==> src/rtl/fpnew_pkg.sv <==
// Shared FPU configuration constants used by the result-path blocks.
package fpnew_pkg;

  localparam int unsigned NUM_OPGROUPS = 4;

endpackage

==> src/rtl/fpnew_order_fifo.sv <==
// Issue-order tracking FIFO: records the destination channel of each accepted operation.
module fpnew_order_fifo #(
  parameter  int unsigned Depth    = 8,
  parameter  int unsigned Width    = 2,
  localparam int unsigned PtrWidth = $clog2(Depth),
  localparam int unsigned CntWidth = $clog2(Depth + 1)
) (
  input  logic                clk_i,
  input  logic                rst_ni,
  input  logic                flush_i,
  input  logic                push_i,
  input  logic [Width-1:0]    wdata_i,
  input  logic                pop_i,
  output logic [Width-1:0]    head_o,
  output logic                full_o,
  output logic                empty_o,
  output logic [CntWidth-1:0] count_o
);

  logic [Width-1:0]    mem_q [Depth];
  logic [PtrWidth-1:0] wptr_q, wptr_d;
  logic [PtrWidth-1:0] rptr_q, rptr_d;
  logic [CntWidth-1:0] cnt_q, cnt_d;
  logic                push, pop;

  function automatic logic [PtrWidth-1:0] wrap_inc(input logic [PtrWidth-1:0] ptr);
    return (ptr == PtrWidth'(Depth - 1)) ? '0 : ptr + PtrWidth'(1);
  endfunction

  assign full_o  = (cnt_q == CntWidth'(Depth));
  assign empty_o = (cnt_q == '0);
  assign head_o  = mem_q[rptr_q];
  assign count_o = cnt_q;

  // No bypass: a push is refused while full even if a pop happens the same cycle.
  assign push = push_i & ~full_o;
  assign pop  = pop_i & ~empty_o;

  always_comb begin
    wptr_d = wptr_q;
    rptr_d = rptr_q;
    cnt_d  = cnt_q;
    if (flush_i) begin
      wptr_d = '0;
      rptr_d = '0;
      cnt_d  = '0;
    end else begin
      if (push) wptr_d = wrap_inc(wptr_q);
      if (pop)  rptr_d = wrap_inc(rptr_q);
      cnt_d = cnt_q + CntWidth'(push) - CntWidth'(pop);
    end
  end

  always_ff @(posedge clk_i or negedge rst_ni) begin
    if (!rst_ni) begin
      wptr_q <= '0;
      rptr_q <= '0;
      cnt_q  <= '0;
      for (int i = 0; i < int'(Depth); i++) mem_q[i] <= '0;
    end else begin
      wptr_q <= wptr_d;
      rptr_q <= rptr_d;
      cnt_q  <= cnt_d;
      if (push && !flush_i) mem_q[wptr_q] <= wdata_i;
    end
  end

  a_no_push_full: assert property (@(posedge clk_i) disable iff (!rst_ni)
    !(push_i && full_o && !flush_i));
  a_no_pop_empty: assert property (@(posedge clk_i) disable iff (!rst_ni)
    !(pop_i && empty_o && !flush_i));

endmodule

==> src/rtl/fpnew_ordered_arbiter.sv <==
// FPU result arbiter: retires channel results in issue order, or round-robin when InOrder=0.
module fpnew_ordered_arbiter
  import fpnew_pkg::*;
#(
  parameter  int unsigned NumIn     = NUM_OPGROUPS,
  parameter  int unsigned Depth     = 8,
  parameter  int unsigned DataWidth = 74,
  parameter  bit          InOrder   = 1'b1,
  localparam int unsigned IdxWidth  = $clog2(NumIn),
  localparam int unsigned CntWidth  = $clog2(Depth + 1)
) (
  input  logic                            clk_i,
  input  logic                            rst_ni,
  input  logic                            flush_i,
  input  logic                            issue_valid_i,
  output logic                            issue_ready_o,
  input  logic [IdxWidth-1:0]             issue_idx_i,
  input  logic [NumIn-1:0]                req_i,
  output logic [NumIn-1:0]                gnt_o,
  input  logic [NumIn-1:0][DataWidth-1:0] data_i,
  output logic                            out_valid_o,
  input  logic                            out_ready_i,
  output logic [DataWidth-1:0]            data_o,
  output logic [IdxWidth-1:0]             idx_o,
  output logic [CntWidth-1:0]             count_o,
  output logic                            busy_o
);

  assign busy_o = (count_o != '0) | (|req_i);

  if (InOrder) begin : gen_in_order
    logic [IdxWidth-1:0] fifo_head, head;
    logic                fifo_full, fifo_empty;
    logic [CntWidth-1:0] fifo_cnt;

    fpnew_order_fifo #(
      .Depth (Depth),
      .Width (IdxWidth)
    ) i_order_fifo (
      .clk_i   (clk_i),
      .rst_ni  (rst_ni),
      .flush_i (flush_i),
      .push_i  (issue_valid_i),
      .wdata_i (issue_idx_i),
      .pop_i   (out_valid_o & out_ready_i),
      .head_o  (fifo_head),
      .full_o  (fifo_full),
      .empty_o (fifo_empty),
      .count_o (fifo_cnt)
    );

    // Only the oldest outstanding channel may be served; other requests wait.
    assign head          = fifo_empty ? '0 : fifo_head;
    assign out_valid_o   = ~fifo_empty & req_i[head];
    assign data_o        = fifo_empty ? '0 : data_i[head];
    assign idx_o         = head;
    assign count_o       = fifo_cnt;
    assign issue_ready_o = ~fifo_full;

    always_comb begin
      gnt_o = '0;
      if (!fifo_empty) gnt_o[head] = out_ready_i;
    end

    a_idx_legal: assert property (@(posedge clk_i) disable iff (!rst_ni)
      issue_valid_i |-> (int'(issue_idx_i) < int'(NumIn)));
  end else begin : gen_round_robin
    logic [IdxWidth-1:0] rr_q, rr_d;
    logic                lock_q, lock_d;
    logic [IdxWidth-1:0] lock_idx_q, lock_idx_d;
    logic [IdxWidth-1:0] sel, cand;
    logic                found;
    logic                unused_issue;

    assign unused_issue = ^{issue_valid_i, issue_idx_i};

    // A stalled grant is locked so the presented result cannot change under the FPU output.
    always_comb begin
      sel   = rr_q;
      cand  = rr_q;
      found = 1'b0;
      for (int unsigned i = 0; i < NumIn; i++) begin
        cand = IdxWidth'((int'(rr_q) + i) % NumIn);
        if (!found && req_i[cand]) begin
          found = 1'b1;
          sel   = cand;
        end
      end
      if (lock_q) begin
        sel   = lock_idx_q;
        found = req_i[lock_idx_q];
      end
    end

    assign out_valid_o   = found;
    assign data_o        = found ? data_i[sel] : '0;
    assign idx_o         = found ? sel : '0;
    assign count_o       = '0;
    assign issue_ready_o = 1'b1;

    always_comb begin
      gnt_o      = '0;
      gnt_o[sel] = found & out_ready_i;
      lock_d     = found & ~out_ready_i;
      lock_idx_d = sel;
      rr_d       = rr_q;
      if (found && out_ready_i)
        rr_d = (sel == IdxWidth'(NumIn - 1)) ? '0 : sel + IdxWidth'(1);
      if (flush_i) begin
        lock_d = 1'b0;
        rr_d   = '0;
      end
    end

    always_ff @(posedge clk_i or negedge rst_ni) begin
      if (!rst_ni) begin
        rr_q       <= '0;
        lock_q     <= 1'b0;
        lock_idx_q <= '0;
      end else begin
        rr_q       <= rr_d;
        lock_q     <= lock_d;
        lock_idx_q <= lock_idx_d;
      end
    end
  end

  a_gnt_onehot0: assert property (@(posedge clk_i) disable iff (!rst_ni) $onehot0(gnt_o));

endmodule

==> config.mk <==
export PLATFORM = sky130hd
export DESIGN_NAME = fpnew_ordered_arbiter
export DESIGN_NICKNAME = d
export VERILOG_FILES = /design/src/rtl/fpnew_pkg.sv /design/src/rtl/fpnew_order_fifo.sv /design/src/rtl/fpnew_ordered_arbiter.sv
export SDC_FILE = /design/constraint.sdc
export NUM_CORES = 1
export LEC_CHECK = 0
export CORE_AREA = 2 2 154 156
export DETAILED_ROUTE_END_ITERATION = 10
export DIE_AREA = 0 0 156 158
export PLACE_DENSITY = 0.64
export SLEW_MARGIN = 20
export SYNTH_ARGS = -nofsm -noshare
export SYNTH_HDL_FRONTEND = slang
export SYNTH_SLANG_ARGS = --single-unit
==> constraint.sdc <==
create_clock -name clk_i -period 3.5 [get_ports clk_i]
set_input_delay 0.875 -clock clk_i [delete_from_list [all_inputs] [get_ports clk_i]]
set_output_delay 0.875 -clock clk_i [all_outputs]
set_load 0.01 [all_outputs]
### Word level (Yosys, flattened, before mapping)

Index checks and enable logic that the tools add are counted.

| storage, ports and cells | value |
|---|---|
| word-level logic and storage cells | 64 |
| memory bits (read-only) | 0 |
| output and inout bits | 87 |
| input port bits | 307 |
| flip-flop bits (word level) | 26 |
| bits in latches | 0 |
| memories | 0 |
| RAM bits | 0 |

| operators by class | value |
|---|---|
| reductions and logical operators | 9 |
| equality and inequality tests | 3 |
| multipliers | 0 |
| div/mod/pow operators | 0 |
| magnitude comparators | 5 |
| bitwise operators | 10 |
| muxes and demuxes | 22 |
| add/subtract/negate cells | 4 |
| shift-type cells | 0 |

Operators by type and width:

| cell | number |
|---|---|
| $bmux W74 S2 | 1 |
| $mux W74 | 2 |
| $mux W3 | 6 |
| $bwmux W16 | 1 |
| $ge A4 B4 Y1 const B | 2 |
| $mux W2 | 4 |
| $mux W4 | 2 |
| $not A3 Y4 | 2 |
| $add A3 B1 Y3 const B | 2 |
| $bmux W2 S3 | 1 |
| $demux W2 S3 | 1 |
| $eq A3 B3 Y1 const B | 2 |
| $add A4 B1 Y4 | 1 |
| $and A1 B1 Y1 | 4 |
| $and A4 B4 Y4 | 1 |
| $eq A4 B4 Y1 const B | 1 |
| $logic_not A4 Y1 | 1 |
| $lt A4 B1 Y1 const B | 1 |
| $reduce_bool A2 Y1 | 2 |
| $reduce_bool A4 Y1 | 1 |
| $reduce_or A4 Y1 | 1 |
| $sub A4 B1 Y4 | 1 |
| $logic_and A1 B1 Y1 | 3 |
| $lt A2 B3 Y1 const B | 1 |
| other kinds (7) | 9 |

### Depth between registers and ports, before layout

Gate-level depths: netlist (run 1).

| depth | value |
|---|---|
| word-level depth | 12 |
| mapped depth | 13 |
| gate-level depth less buffers | 13 |

### Hierarchy

A second synthesis (run 1) with hierarchy kept.

| unflattened totals | value |
|---|---|
| cell total of the unflattened synthesis | 391 |
| area, all modules | 3824.9 µm² |

By module, submodules not included:

| module | cells an instance | area an instance (µm²) | times used |
|---|---|---|---|
| fpnew_ordered_arbiter | 275 | 2347.3 | 1 |
| fpnew_order_fifo | 116 | 1477.7 | 1 |

### Least setup slack after synthesis (run 1)

Ideal clock, no wire load.

| timing | value |
|---|---|
| path kind | register -> output |
| from | register gen_in_order.i_order_fifo.rptr_q[0] |
| to | output data_o[67] |
| slack | 0.547 ns |
| path buffers | 3 |
| arrival | 2.078 ns |
| cell stages (with the launch flop) | 9 |
| cells stage by stage | dfrtp_1 -> buf_6 -> mux4_2 -> mux2_4 -> nand2_4 -> buf_4 -> buf_4 -> a211oi_1 -> a211oi_1 |

| between the ends | value |
|---|---|
| cells in the longest elaborated chain, start to end | 8 |

RTL lines:

| element | line | RTL |
|---|---|---|
| from (decl) | fpnew_order_fifo.sv:22 | `logic [PtrWidth-1:0] rptr_q, rptr_d;` |
| from (signal assigned) | fpnew_order_fifo.sv:62 | `rptr_q <= rptr_d;` |
| $not A3 Y4 (implied by the code) | fpnew_order_fifo.sv:32 | `assign head_o = mem_q[rptr_q];` |
| $bmux W2 S3 | fpnew_order_fifo.sv:32 |  |
| $mux W2 (implied by the code) (2 in series) | fpnew_order_fifo.sv:32 |  |
| $mux W2 | fpnew_ordered_arbiter.sv:53 | `assign head = fifo_empty ? '0 : fifo_head;` |
| $bmux W74 S2 | fpnew_ordered_arbiter.sv:55 | `assign data_o = fifo_empty ? '0 : data_i[head];` |
| $mux W74 (implied by the code) | fpnew_ordered_arbiter.sv:55 |  |
| $mux W74 | fpnew_ordered_arbiter.sv:55 |  |
| to (decl) | fpnew_ordered_arbiter.sv:23 | `output logic [DataWidth-1:0] data_o,` |

Every way passes these cells. The select of a mux whose other input is x is not followed.

### Worst setup path after layout (run 1)

| timing | value |
|---|---|
| from | register gen_in_order.i_order_fifo.rptr_q[0] |
| to | output data_o[2] |

Same word-level chain as after synthesis.

==> results of run 1 <==
cells in the final DEF (no fill, tap or decap), drive strengths merged, types with 3 or more instances in the layout:
cell,n
clkdlybuf4s50,313
a211oi,149
buf,106
mux2i,81
and2,75
clkbuf,42
dfrtp,26
mux2,18
nand2,13
dlymetal6s2s,12
ha,10
inv,10
nor2,9
clkdlybuf4s15,6
nand2b,5
dlygate4sd2,5
a21oi,5
nor2b,3
and3,3
nor3b,3
nor3,3
nor4,3
worst reg2reg max path: cells and delay by family, from the launching register on:
kind / cells / cell delay (ps)
fa+ha+maj: 3 / 870
mux: 2 / 830
buf+inv: 4 / 480
flops: 1 / 470
compound gates: 2 / 260
simple gates: 2 / 250
final timing paths:
path	slack [ps]	end	startpoint	cells after the start
setup / recovery	20	data_o[2]	gen_in_order.i_order_fifo.rptr_q[0]	9
hold / removal	500	gen_in_order.i_order_fifo.mem_q[15]	gen_in_order.i_order_fifo.mem_q[15]	1
setup reg to reg	240	gen_in_order.i_order_fifo.count_o[1]	gen_in_order.i_order_fifo.rptr_q[0]	13
hold reg to reg	500	gen_in_order.i_order_fifo.mem_q[15]	gen_in_order.i_order_fifo.mem_q[15]	1
max in group asynchronous	2240	gen_in_order.i_order_fifo.rptr_q[2]	rst_ni	2
min in group asynchronous	980	gen_in_order.i_order_fifo.wptr_q[1]	rst_ni	2
stage by stage:
| step | util [%] | cells |
|---|---|---|
| floorplan | - | 485 |
| global placement | 38.34 | 1186 |
| detailed placement | 38.34 | 1186 |
| CTS | 39.62 | 1201 |
| global route | 39.77 | 1208 |
| finish | 39.77 | 1208 |
report_power, final:
| part | internal, W | switching, W | total [W] | leakage (nW) |
|---|---|---|---|---|
| combinational | 0.00386 | 0.00387 | 0.00772 | 3.65 |
| clock | 0.000228 | 0.000108 | 0.000336 | 0.0511 |
| sequential | 0.000375 | 0.0000746 | 0.000449 | 0.343 |
sequential cells by signal, summed over array words and instances, names as in the netlist:
| register | cells |
|---|---|
| gen_in_order.i_order_fifo.mem_q | 16 |
| gen_in_order.i_order_fifo.wptr_q | 3 |
| gen_in_order.i_order_fifo.rptr_q | 3 |
| gen_in_order.i_order_fifo.count_o | 4 |
logic make-up after synthesis:
| logic type | count (synthesis) |
|---|---|
| AO/OA/AOI/OAI | 161 |
| AND/OR/NAND/NOR | 121 |
| multiplexers | 101 |
| buffers and inverters | 63 |
| flip-flops | 26 |
| adder cells (fa/ha/maj) | 11 |
| XOR/XNOR | 2 |
per-layer routing:
metal,share of wire [%],vias to the layer above,wire length [um]
met3,5.8,10,1352
met5,0,-,0
met4,0.64,0,147
li1,-,2725,-
met2,49,185,11350
met1,44,2586,10280
repair_timing:
action | in CTS | in global routing
gates resized for setup | 151 | 160
pin swaps | 9 | 20
endpoints found under the setup margin | 80 | 74
gates cloned | 4 | 2
buffers inserted | 7 | 6
layout make-up:
type                    count  area [sq um]  area share, %
well taps                 290         362.8          3.958
inverters                  10         40.04         0.4367
flip-flops and latches     26         653.1          7.124
clock buffers               3         75.07         0.8189
repair buffers            482          4632          50.53
clock inverters             1         30.03         0.3276
multi-input cells         396          3374          36.81
==> flow_summary.json, run 1 <==
{
  "grt_pass1_vias": 5455,
  "die_h_um": 158,
  "cts_root_buf": "clkbuf_16",
  "drt_iter0_markers": 272,
  "cts_sinks": 26,
  "nNetsFinal": 1237,
  "synth_compound_area_share_pct": 29.93,
  "ant_nets": 0,
  "max_freq_mhz": 287.7,
  "ys_warn_count": 0,
  "synth_flop_cell": "dfrtp_1",
  "floorplan.initialDensity_pct": 17.90,
  "core_sq_mm": 0.02305,
  "timing_worst_setup_path_type": "reg -> out",
  "path_max_fanout": 10,
  "synth_top_area_share_pct": 26.93,
  "async_reset_ff_share_pct": 100.0,
  "pin_count": 394,
  "grt_setup_unrepaired": "true",
  "port_buffers": 393,
  "critPathLaunchType": "flop",
  "design_area_sq_mm": 0.009168,
  "die_area_sq_mm": 0.02465,
  "slowest_stage": "dfrtp_2",
  "wirelength_um": 23130,
  "cts.clk_slew.worst_paths_ps": 70,
  "grt_pass1_wl_um": 32480,
  "ys_ff_latch": 26,
  "fillers": 2289,
  "dpl_worst_slack_ps": -59.91,
  "yosys-top-cells-count": "a211oi_1 (148), mux2i_1 (81), and2_1 (71)",
  "synth_area_leaders": "a211oi_1 (27%), mux2i_1 (20%), dfrtp_1 (16%)",
  "globalplace.congestion": 0.8364,
  "tightestPinTransition_ps": 726.1,
  "htree_levels": 1,
  "cts_tree": "done",
  "cts_buffers": 3,
  "antennaDiodeCount": 0,
  "tns_ps": 0,
  "overflow": 0,
  "gr-usage-met1_pct": 22.82,
  "post-route-period-util_pct": 99.32,
  "max-vdd-ir-drop_mv": 0.4952,
  "drc": 0,
  "worstPathCellList": "mux2i_4 -> o32ai_4 -> o21ai_4 -> buf_4 -> bufbuf_16 -> and2_1 -> a211oi_1 -> a211oi_2 -> clkdlybuf4s15_1",
  "grt_max_degree": 35,
  "clk_path_buf_depth": 2,
  "avgSynthCellArea_sq_um": 8.508,
  "viasPerCell": 4.558,
  "top_usage_layer": "met2",
  "ys_seq_area_share_pct": 15.77,
  "dpl-instance-area_sq_mm": 0.008838,
  "critPathRequiredTime_ps": 2620,
  "wl_per_cell_um": 19.15,
  "synthMostInstantiatedCell": "a211oi_1",
  "synth_edf_count": 0,
  "use_met2_pct": 29.14,
  "cap_violations": 0,
  "netlist-cell-type-count": 38,
  "synth_top_family_by_area": "compound AO/OA/AOI/OAI gates",
  "skew_ps": 2.031,
  "setup_violations": 0,
  "fin_crit_ps": 3476,
  "antenna_found_initial": 0,
  "path_buf_inv": 3,
  "status": "finished, final reports clean",
  "cp_slowest_stage_delay_ps": 480,
  "hold_path_class": "reg -> reg",
  "cts_hold_buf": 0,
  "cp_data_arrival_time_ps": 2600,
  "vias": 5506,
  "crit_family": "compound AO/OA/AOI/OAI gates",
  "p_leak_nw": 4.039,
  "total_power_w": 0.008510,
  "drive_above_1_share_pct": 21.79,
  "synth_xor_xnor_area_share_pct": 0.4245,
  "power_density_mw_per_mm2": 928.2,
  "clock_latency_ps": 260,
  "whs_ps": 502.4,
  "die_x_um": 156,
  "firstDrtPassIters": 4,
  "post-dp-hpwl_um": 17770,
  "grtUsageTotal_pct": 16.76,
  "synth_nets": 803,
  "slew_viol_final": 0,
  "layout_setup_ws_ps": 23.91,
  "rows": 56,
  "synth_cells": 485,
  "synth_simple_gate_area_share_pct": 17.22,
  "hold_viol": 0,
  "grt_util_met3_pct": 2.601,
  "yosys.area_share.adder_pct": 3.517,
  "syn_to_final_growth_pct": 122.2,
  "slew_headroom_pct": 51.59,
  "synth_area_leader_cell": "a211oi_1",
  "synthesis.area_sq_mm": 0.004126,
  "end_kind": "output pin",
  "synthMuxAreaShare_pct": 25.83
}
(Power assumes the default switching activity.)
==> run 2, diff against run 1 <==
--- a/config.mk
+++ b/config.mk
@@ -13,3 +13,4 @@
 export SYNTH_ARGS = -nofsm -noshare
 export SYNTH_HDL_FRONTEND = slang
 export SYNTH_SLANG_ARGS = --single-unit
+export TNS_END_PERCENT = 100
==> results of run 2 <==
Same layout as run 1: the final DEF is identical, and so are final timing and power.
==> run 3, diff against run 2 <==
--- a/config.mk
+++ b/config.mk
@@ -5,6 +5,7 @@
 export SDC_FILE = /design/constraint.sdc
 export NUM_CORES = 1
 export LEC_CHECK = 0
+export CAP_MARGIN = 20
 export CORE_AREA = 2 2 154 156
 export DETAILED_ROUTE_END_ITERATION = 10
 export DIE_AREA = 0 0 156 158
==> results of run 3 <==
Same layout as run 1: the final DEF is identical, and so are final timing and power.
